--- config.mk ---
export PLATFORM = sky130hd
export DESIGN_NAME = mc_controller
export DESIGN_NICKNAME = d
export VERILOG_FILES = /design/src/rtl/mc_pkg.sv /design/src/rtl/mc_decode.sv /design/src/rtl/mc_controller.sv
export SDC_FILE = /design/constraint.sdc
export NUM_CORES = 1
export LEC_CHECK = 0
export ABC_AREA = 1
export BUFFER_PORTS_ARGS = -buffer_cell sky130_fd_sc_hd__buf_2
export CORE_UTILIZATION = 41
export DETAILED_ROUTE_END_ITERATION = 8
export PLACE_DENSITY = 0.73
export SLEW_MARGIN = 20
export SYNTH_ARGS = -nofsm -noshare
export SYNTH_HDL_FRONTEND = slang
export SYNTH_SLANG_ARGS = --single-unit
--- constraint.sdc ---
create_clock -name clk -period 1.45 [get_ports clk]
set_input_delay 0.2175 -clock clk [delete_from_list [all_inputs] [get_ports clk]]
set_output_delay 0.2175 -clock clk [all_outputs]
set_load 0.01 [all_outputs]
--- src/rtl/mc_pkg.sv ---
// Shared encodings for the multicycle MIPS controller: FSM states, opcodes, and mux selects.
// Latency: n/a (types and constants only). Backpressure: none.
package mc_pkg;

    typedef enum logic [2:0] {
        S_FETCH = 3'd0,
        S_DCD   = 3'd1,
        S_EXE   = 3'd2,
        S_MEM   = 3'd3,
        S_WB    = 3'd4
    } state_t;

    localparam logic [5:0] OP_RTYPE = 6'h00;
    localparam logic [5:0] OP_ORI   = 6'h0D;
    localparam logic [5:0] OP_LW    = 6'h23;
    localparam logic [5:0] OP_SW    = 6'h2B;
    localparam logic [5:0] OP_BEQ   = 6'h04;
    localparam logic [5:0] OP_LUI   = 6'h0F;
    localparam logic [5:0] OP_J     = 6'h02;
    localparam logic [5:0] OP_JAL   = 6'h03;

    localparam logic [5:0] FN_ADDU  = 6'h21;
    localparam logic [5:0] FN_SUBU  = 6'h23;
    localparam logic [5:0] FN_JR    = 6'h08;

    localparam logic [2:0] ALU_ADD  = 3'd0;
    localparam logic [2:0] ALU_SUB  = 3'd1;
    localparam logic [2:0] ALU_OR   = 3'd2;
    localparam logic [2:0] ALU_LUI  = 3'd3;

    localparam logic [1:0] NPC_PC4  = 2'd0;
    localparam logic [1:0] NPC_BR   = 2'd1;
    localparam logic [1:0] NPC_JMP  = 2'd2;
    localparam logic [1:0] NPC_REG  = 2'd3;

    localparam logic [1:0] RD_RT    = 2'd0;
    localparam logic [1:0] RD_RD    = 2'd1;
    localparam logic [1:0] RD_RA    = 2'd2;

    localparam logic [1:0] M2R_ALU  = 2'd0;
    localparam logic [1:0] M2R_DM   = 2'd1;
    localparam logic [1:0] M2R_PC   = 2'd2;

    // One-hot-ish instruction class flags; all zero means nop.
    typedef struct packed {
        logic addu;
        logic subu;
        logic jr;
        logic ori;
        logic lw;
        logic sw;
        logic beq;
        logic lui;
        logic j;
        logic jal;
    } dec_t;

    function automatic logic [2:0] alu_sel(input dec_t d);
        logic [2:0] sel;
        sel = ALU_ADD;
        if (d.subu || d.beq) sel = ALU_SUB;
        else if (d.ori)      sel = ALU_OR;
        else if (d.lui)      sel = ALU_LUI;
        return sel;
    endfunction

endpackage

--- src/rtl/mc_decode.sv ---
// Combinational op/func to instruction-class flags.
// Latency: 0 cycles. Backpressure: none.
module mc_decode
    import mc_pkg::*;
(
    input  logic [5:0] op,
    input  logic [5:0] func,
    output dec_t       dec
);

    always_comb begin
        dec = '0;
        case (op)
            OP_RTYPE: begin
                dec.addu = (func == FN_ADDU);
                dec.subu = (func == FN_SUBU);
                dec.jr   = (func == FN_JR);
            end
            OP_ORI: dec.ori = 1'b1;
            OP_LW:  dec.lw  = 1'b1;
            OP_SW:  dec.sw  = 1'b1;
            OP_BEQ: dec.beq = 1'b1;
            OP_LUI: dec.lui = 1'b1;
            OP_J:   dec.j   = 1'b1;
            OP_JAL: dec.jal = 1'b1;
            default: dec = '0;
        endcase
    end

endmodule

--- src/rtl/mc_controller.sv ---
// Multicycle MIPS control FSM with retired-instruction counter.
// Latency: 2-5 cycles per instruction. Backpressure: none.
module mc_controller
    import mc_pkg::*;
#(
    parameter int CNT_W = 32
) (
    input  logic             clk,
    input  logic             reset,
    input  logic [5:0]       op,
    input  logic [5:0]       func,
    input  logic             Zero,
    output logic             PCWr,
    output logic             IRWr,
    output logic             RegWrite,
    output logic             MemWrite,
    output logic [1:0]       RegDst,
    output logic             ALUSrc,
    output logic [1:0]       MemToReg,
    output logic             ExtOp,
    output logic [2:0]       ALUCtrl,
    output logic [1:0]       NPCOp,
    output logic [2:0]       state,
    output logic             done,
    output logic [CNT_W-1:0] icnt
);

    state_t state_q;
    state_t state_nxt;
    dec_t   dec;

    logic pc_wr;
    logic ir_wr;
    logic reg_wr;
    logic mem_wr;
    logic fin;

    // IR only loads in FETCH, so op/func are stable for the rest of the instruction
    // and never reach the outputs while FETCH is active.
    mc_decode u_decode (
        .op   (op),
        .func (func),
        .dec  (dec)
    );

    always_ff @(posedge clk or negedge reset) begin
        if (!reset) begin
            state_q <= S_FETCH;
            icnt    <= '0;
        end else begin
            state_q <= state_nxt;
            if (fin) begin
                icnt <= icnt + CNT_W'(1);
            end
        end
    end

    always_comb begin
        state_nxt = S_FETCH;
        pc_wr     = 1'b0;
        ir_wr     = 1'b0;
        reg_wr    = 1'b0;
        mem_wr    = 1'b0;
        fin       = 1'b0;
        RegDst    = RD_RT;
        ALUSrc    = 1'b0;
        MemToReg  = M2R_ALU;
        ExtOp     = 1'b0;
        ALUCtrl   = ALU_ADD;
        NPCOp     = NPC_PC4;

        case (state_q)
            S_FETCH: begin
                ir_wr     = 1'b1;
                pc_wr     = 1'b1;
                NPCOp     = NPC_PC4;
                state_nxt = S_DCD;
            end
            S_DCD: begin
                if (dec.j || dec.jal) begin
                    pc_wr = 1'b1;
                    NPCOp = NPC_JMP;
                end
                if (dec.jr) begin
                    pc_wr = 1'b1;
                    NPCOp = NPC_REG;
                end
                if (dec.jal) begin
                    reg_wr   = 1'b1;
                    RegDst   = RD_RA;
                    MemToReg = M2R_PC;
                end
                // Jumps and unsupported encodings retire straight from decode.
                if (dec.addu || dec.subu || dec.ori || dec.lui ||
                    dec.lw || dec.sw || dec.beq) begin
                    state_nxt = S_EXE;
                end else begin
                    state_nxt = S_FETCH;
                    fin       = 1'b1;
                end
            end
            S_EXE: begin
                ALUSrc  = dec.ori || dec.lui || dec.lw || dec.sw;
                ExtOp   = dec.lw || dec.sw || dec.beq;
                ALUCtrl = alu_sel(dec);
                if (dec.beq) begin
                    pc_wr     = Zero;
                    NPCOp     = NPC_BR;
                    state_nxt = S_FETCH;
                    fin       = 1'b1;
                end else if (dec.lw || dec.sw) begin
                    state_nxt = S_MEM;
                end else begin
                    state_nxt = S_WB;
                end
            end
            S_MEM: begin
                if (dec.sw) begin
                    mem_wr    = 1'b1;
                    state_nxt = S_FETCH;
                    fin       = 1'b1;
                end else begin
                    state_nxt = S_WB;
                end
            end
            S_WB: begin
                reg_wr    = 1'b1;
                RegDst    = (dec.addu || dec.subu) ? RD_RD : RD_RT;
                MemToReg  = dec.lw ? M2R_DM : M2R_ALU;
                state_nxt = S_FETCH;
                fin       = 1'b1;
            end
            default: begin
                state_nxt = S_FETCH;
            end
        endcase
    end

    // Reset gates the enables combinationally so nothing can fire while held.
    assign PCWr     = pc_wr  && reset;
    assign IRWr     = ir_wr  && reset;
    assign RegWrite = reg_wr && reset;
    assign MemWrite = mem_wr && reset;
    assign done     = fin    && reset;
    assign state    = state_q;

endmodule

==> results of run 1 <==
cells in the mapped netlist:
master and n:
nand3_1 41, a31oi_1 1, nand4_1 1, nor2_1 69, nor2_4 3, xnor2_1 4
nor3_4 1, buf_4 7, o21a_1 1, nor3_2 1, nand3b_1 16, xor2_1 11
buf_6 3, nor3_1 2, conb_1 1, nand3_4 1, nand2_8 1, dfrtp_1 35
buf_12 1, a21oi_1 3, inv_2 2, nand2_2 3, ha_1 1, o21ai_0 4
nand2_1 184, nor2_2 2, inv_1 19
per-layer routing:
| layer | routed length [um] | track usage, % | vias to the layer above |
|---|---|---|---|
| li1 | - | - | 1587 |
| met1 | 3782 | 31.29 | 1419 |
| met2 | 4090 | 42.55 | 82 |
| met3 | 306 | 3.976 | 23 |
| met4 | 230 | 9.404 | 0 |
| met5 | 0 | 0 | - |
path summary, 6_finish.rpt:
path | start | to | slack, ns | cells after the start
worst min-delay path | reset | icnt[25] | 0.06 | 2
worst min register to register | icnt[31] | icnt[31] | 0.56 | 2
min in group clk | op[4] | state[0] | 0.47 | 6
max in group asynchronous | reset | state[2] | 1.04 | 2
worst max register to register | state[1] | icnt[26] | -0.12 | 10
worst max-delay path | state[1] | PCWr | -0.39 | 8
worst max-delay path, delay by kind of cell, from the launching register on:
| kind | cells | cell delay (ns) |
|---|---|---|
| simple gates | 3 | 0.35 |
| buf+inv | 4 | 0.44 |
| compound gates | 1 | 0.12 |
| flops | 1 | 0.42 |
sequential cells by signal, summed over array words and instances, names as in the netlist:
name and count:
icnt 32, state 3
stage by stage:
| stage | hold WS, ns | cells | cell area, um^2 | power [mW] |
|---|---|---|---|---|
| floorplan | -0.07809 | 418 | 2713 | 2.123 |
| global placement | 0.3678 | 610 | 3485 | 2.520 |
| detailed placement | 0.3784 | 610 | 3485 | 2.552 |
| CTS | 0.06857 | 630 | 3812 | 3.582 |
| global route | 0.09289 | 634 | 3881 | 3.849 |
| finish | 0.06012 | 634 | 3881 | 3.618 |
final cells by class:
class                           count  area, um^2
Sequential cell                    35       880.8
Clock buffer                        7       76.32
Fill cell                         587        2432
Clock inverter                      1       5.005
Inverter                           21       86.33
Timing Repair Buffer              141        1015
Multi-Input combinational cell    352        1722
Tap cell                           77       96.34
power breakdown:
group | internal, mW | switching [mW]
clock | 0.337 | 0.356
sequential | 1.07 | 0.0934
combinational | 0.788 | 0.974
total | 2.19 | 1.42
kinds of logic (layout without fill, tap and decap cells):
group / count (synthesis) / in the layout / share of synthesized area, %
AOI/OAI and AO/OA: 9 / 9 / 1.823
xor gates and xnor gates: 15 / 15 / 4.906
adders and majority gates: 1 / 1 / 0.4672
buffers and inverters: 32 / 170 / 6.916
DFF: 35 / 35 / 32.71
other: 1 / 1 / 0.1401
and+or+nand+nor: 325 / 326 / 53.04
timing repair:
| item | 4_1_cts | 5_1_grt |
|---|---|---|
| gates cloned | 2 | 0 |
| pin swaps | 10 | 13 |
| buffers inserted | 10 | 5 |
| resized for setup | 32 | 11 |
| endpoints found under the setup margin | 47 | 48 |
==> flow_summary.json, run 1 <==
{
  "outcome": "complete, but fails checks",
  "violations": "setup timing",
  "die_w_um": 82.81,
  "yosysSeqAreaShare_pct": 32.71,
  "cp-end-kind": "output port",
  "cts_hold_buf": 0,
  "syn_inst": 418,
  "skew_ns": 0.005344,
  "cts_max_level": 2,
  "synth_area_per_cell_um2": 6.406,
  "cp_slowest_stage_delay_ns": 0.42,
  "worstPathRequired_ns": 1.23,
  "irDropWorstVdd_uv": 717.1,
  "grt_pass1_wl_um": 13790,
  "antenna_left": 0,
  "cap_violations": 0,
  "synth.top_cell.area_share_pct": 32.71,
  "crit_arrival_ns": 1.62,
  "grt_pass1_vias": 2989,
  "syn_nets": 434,
  "syn-cell-area_um2": 2678,
  "utilization_pct": 61.47,
  "final_cell_mix": "183 x nand2_1, 64 x buf_4, 62 x nor2_1, 62 x buf_2, 39 x nand3_1",
  "fin_setup_tns_ns": -7.469,
  "die_h_um": 82.81,
  "slew_violations": 0,
  "num_io_pins": 66,
  "grt_setup_unrepaired": "yes",
  "first_pass_iters": 7,
  "antenna_cells": 0,
  "grtUsageTotal_pct": 24.81,
  "synth_area_leaders": "dfrtp_1 33%, nand2_1 26%, nor2_1 9.7%",
  "max_freq_mhz": 544.4,
  "layout_commonest_cell": "nand2_1",
  "drive_gt1_share_pct": 32.85,
  "min_period_ns": 1.837,
  "path_class": "reg -> out",
  "worst_slack_ns": -0.3868,
  "cts_buffers": 5,
  "post-place-ws_ns": -0.1306,
  "cts.sinks": 35,
  "powerDensity_nw_per_um2": 932.1,
  "synth_warnings": 0,
  "final_nets": 572,
  "dieArea_um2": 6858,
  "p_leak_nw": 2.078,
  "cp_cell_sequence": "inv_4 -> nor3_4 -> buf_6 -> buf_6 -> o21a_1 -> nand2_1 -> nand2_1 -> buf_2",
  "worstPathMaxFanout": 3,
  "hpwlAfterDp_um": 6194,
  "start_util_pct": 42.41,
  "finalWirelength_um": 8410,
  "core_area_um2": 6314,
  "critPathLaunchType": "register",
  "cts_tree": "yes",
  "wire_per_inst_um": 13.26,
  "clock-root-buffer": "clkbuf_8",
  "ys_seq_elements": 35,
  "syn_to_final_growth_pct": 44.95,
  "layout_worst_path_cycle_share_pct": 126.7,
  "finalSetupViolCount": 47,
  "gp_congestion": 0.9280,
  "synth_top_area_cell": "dfrtp_1",
  "vias": 3111,
  "drc_errors": 0,
  "port_buffers": 64,
  "antenna_found_initial": 0,
  "grt_max_degree": 36,
  "via_per_inst": 4.907,
  "clk_latency_ns": 0.29,
  "clockBufferDepth": 2,
  "hold_path_class": "in -> async",
  "synth.distinct_cells": 27,
  "grt_overflow": 0,
  "hold_viol": 0,
  "rows": 29,
  "cpMaxStageDelayCell": "dfrtp_2",
  "clk_pin_slew_ns": 0.07,
  "drtIter0Drc": 156
}
Power figures use the tool's default switching activity.
==> run 2, diff against run 1 <==
--- a/config.mk
+++ b/config.mk
@@ -9,7 +9,7 @@
 export BUFFER_PORTS_ARGS = -buffer_cell sky130_fd_sc_hd__buf_2
 export CORE_UTILIZATION = 41
 export DETAILED_ROUTE_END_ITERATION = 8
-export PLACE_DENSITY = 0.73
+export PLACE_DENSITY = 0.71
 export SLEW_MARGIN = 20
 export SYNTH_ARGS = -nofsm -noshare
 export SYNTH_HDL_FRONTEND = slang
==> constraint.sdc (replaced) <==
create_clock -name clk -period 2.38 [get_ports clk]
set_input_delay 0.357 -clock clk [delete_from_list [all_inputs] [get_ports clk]]
set_output_delay 0.357 -clock clk [all_outputs]
set_load 0.01 [all_outputs]
==> run 2 against run 1 <==
  * The run now ends clean
  * Critical path depth fell by 2
  * Clock power is 31% lower
  * Core utilization is 12 points lower
  * Cell area is 20% lower
  * Flip-flop and latch count unchanged
  * Clock-buffer cell count is 1 higher
  * Critical path type unchanged
  * Largest cell class unchanged
==> flow_summary.json, run 2 (same netlist as run 1, synthesis figures left out) <==
{
  "cts_setup_buffers": 0,
  "rows": 29,
  "min_period_ns": 2.267,
  "hold_viol": 0,
  "first_pass_iters": 4,
  "wl_met1_um": 3372,
  "final_cell_mix": "184 x nand2_1, 69 x nor2_1, 64 x buf_2",
  "skew_ns": 0.008873,
  "finalSetupViolCount": 0,
  "core_area_um2": 6314,
  "post_cts_resized": 0,
  "cp_cell_sequence": "inv_2 -> nand3_1 -> nand2_2 -> nor2_4 -> a21oi_1 -> buf_2",
  "reg2reg_depth": 6,
  "worstMarginPinSlew_ns": 0.8674,
  "clk_latency_ns": 0.29,
  "num_io_pins": 66,
  "grt_pass1_vias": 2726,
  "fin_setup_tns_ns": 0,
  "relSlewSlack_pct": 42.11,
  "hpwlAfterDp_um": 5294,
  "die_w_um": 82.81,
  "antenna_cells": 0,
  "internal_power_mw": 1.105,
  "clock-root-buffer": "clkbuf_8",
  "r2r-end": "icnt[17]",
  "powerDensity_nw_per_um2": 584.3,
  "post-place-ws_ns": 0.2157,
  "antenna_left": 0,
  "die_h_um": 82.81,
  "cap_violations": 0,
  "max_freq_mhz": 441.1,
  "dieArea_um2": 6858,
  "largest_register_ffs": 32,
  "pwr-share-seq_pct": 39.9,
  "vias": 2877,
  "wl_met3_um": 447,
  "layout_commonest_cell": "nand2_1",
  "rrSetupSlack_ns": 0.50,
  "grt_setup_unrepaired": "no",
  "cp_slowest_stage_delay_ns": 0.46,
  "cts_buffers": 5,
  "via_per_inst": 5.138,
  "clk_pin_slew_ns": 0.07,
  "final_nets": 498,
  "grt_max_degree": 35,
  "worst_slack_ns": 0.1129,
  "cts_max_level": 2,
  "netSwitchingFraction_pct": 39.37,
  "wire_per_inst_um": 12.97,
  "path_class": "reg -> out",
  "layout_worst_path_cycle_share_pct": 95.26,
  "cp-end-kind": "output port",
  "drtIter0Drc": 266,
  "crit_path_end": "done",
  "gp_congestion": 0.9262,
  "cts_tree": "yes",
  "drive_gt1_share_pct": 18.22,
  "hold_path_class": "in -> async",
  "critPathLaunchType": "register",
  "slew_violations": 0,
  "grt_pass1_wl_um": 12570,
  "grt_overflow": 0,
  "largest-register": "icnt",
  "pwr-share-comb_pct": 33.8,
  "antenna_found_initial": 0,
  "power_switching_uw": 717.6,
  "clock_power_share_pct": 26.2,
  "syn_to_final_growth_pct": 16.50,
  "start_util_pct": 42.41,
  "outcome": "complete, no violations",
  "hold_ws_ns": 0.4184,
  "cpMaxStageDelayCell": "dfrtp_1",
  "grtUsageTotal_pct": 22.27,
  "finalWirelength_um": 7264,
  "port_buffers": 64,
  "design_area_um2": 3119,
  "clockBufferDepth": 2,
  "dr.max_layer_used": "met4",
  "cts.sinks": 35,
  "crit_start": "state[0]",
  "dr_wl_met2_um": 3334,
  "worstPathRequired_ns": 2.02,
  "drc_errors": 0,
  "crit_arrival_ns": 1.91,
  "p_leak_nw": 1.676,
  "post_dp_cell_area_um2": 3003,
  "regToRegStartpoint": "state[0]",
  "worstPathMaxFanout": 17,
  "irDropWorstVdd_uv": 518.9
}
==> run 2: timing repair <==
item,in CTS,in global routing
setup endpoints to repair,1,1
hold buffers,1,0
hold endpoints to repair,1,0
cloned,1,0
pin swaps,1,1
==> run 2: per-stage QoR <==
stage | cells | util (%) | total power [mW]
after CTS | 560 | 49.41 | 1.836
final | 560 | 49.41 | 1.823
after global routing | 560 | 49.41 | 1.954
after floorplan | 418 | - | 1.259
after global placement | 550 | 47.56 | 1.339
after detailed placement | 550 | 47.56 | 1.350
==> run 2: per-layer routing <==
metal,GRT usage (%),up-vias
met5,0,-
met4,7.524,0
met3,4.473,10
met2,35.10,91
met1,30.51,1336
li1,-,1440
==> run 2: cell type report <==
class,instances,area [um^2]
clock buffers,8,100.1
fillers,669,3194
inverters,21,78.83
multi-input cells,352,1623
flip-flops and latches,35,875.8
well taps,77,96.34
repair buffers,67,345.3
==> run 2: how the worst min path moves through the flow <==
stage	endpoint	slack (ns)
6_report	state[0]	0.42
5_1_grt	state[0]	0.43
4_1_cts	state[0]	0.42
3_5_place_dp	state[0]	0.18
3_3_place_gp	state[0]	0.18
2_1_floorplan	icnt[0]	0.06
==> run 2: worst max-delay path: cells and delay by family (launching register included) <==
family / cells / cell delay [ns]
flops: 1 / 0.46
compound gates: 1 / 0.14
buf+inv: 2 / 0.25
simple gates: 3 / 0.77
==> run 2: power by group through the flow <==
| stage | combinational [mW] | clock, mW | sequential [mW] |
|---|---|---|---|
| global route | 0.705 | 0.511 | 0.738 |
| CTS | 0.621 | 0.488 | 0.727 |
| finish | 0.617 | 0.478 | 0.728 |
| detailed placement | 0.612 | 0 | 0.738 |
| global placement | 0.605 | 0 | 0.734 |
| floorplan | 0.510 | 0 | 0.749 |
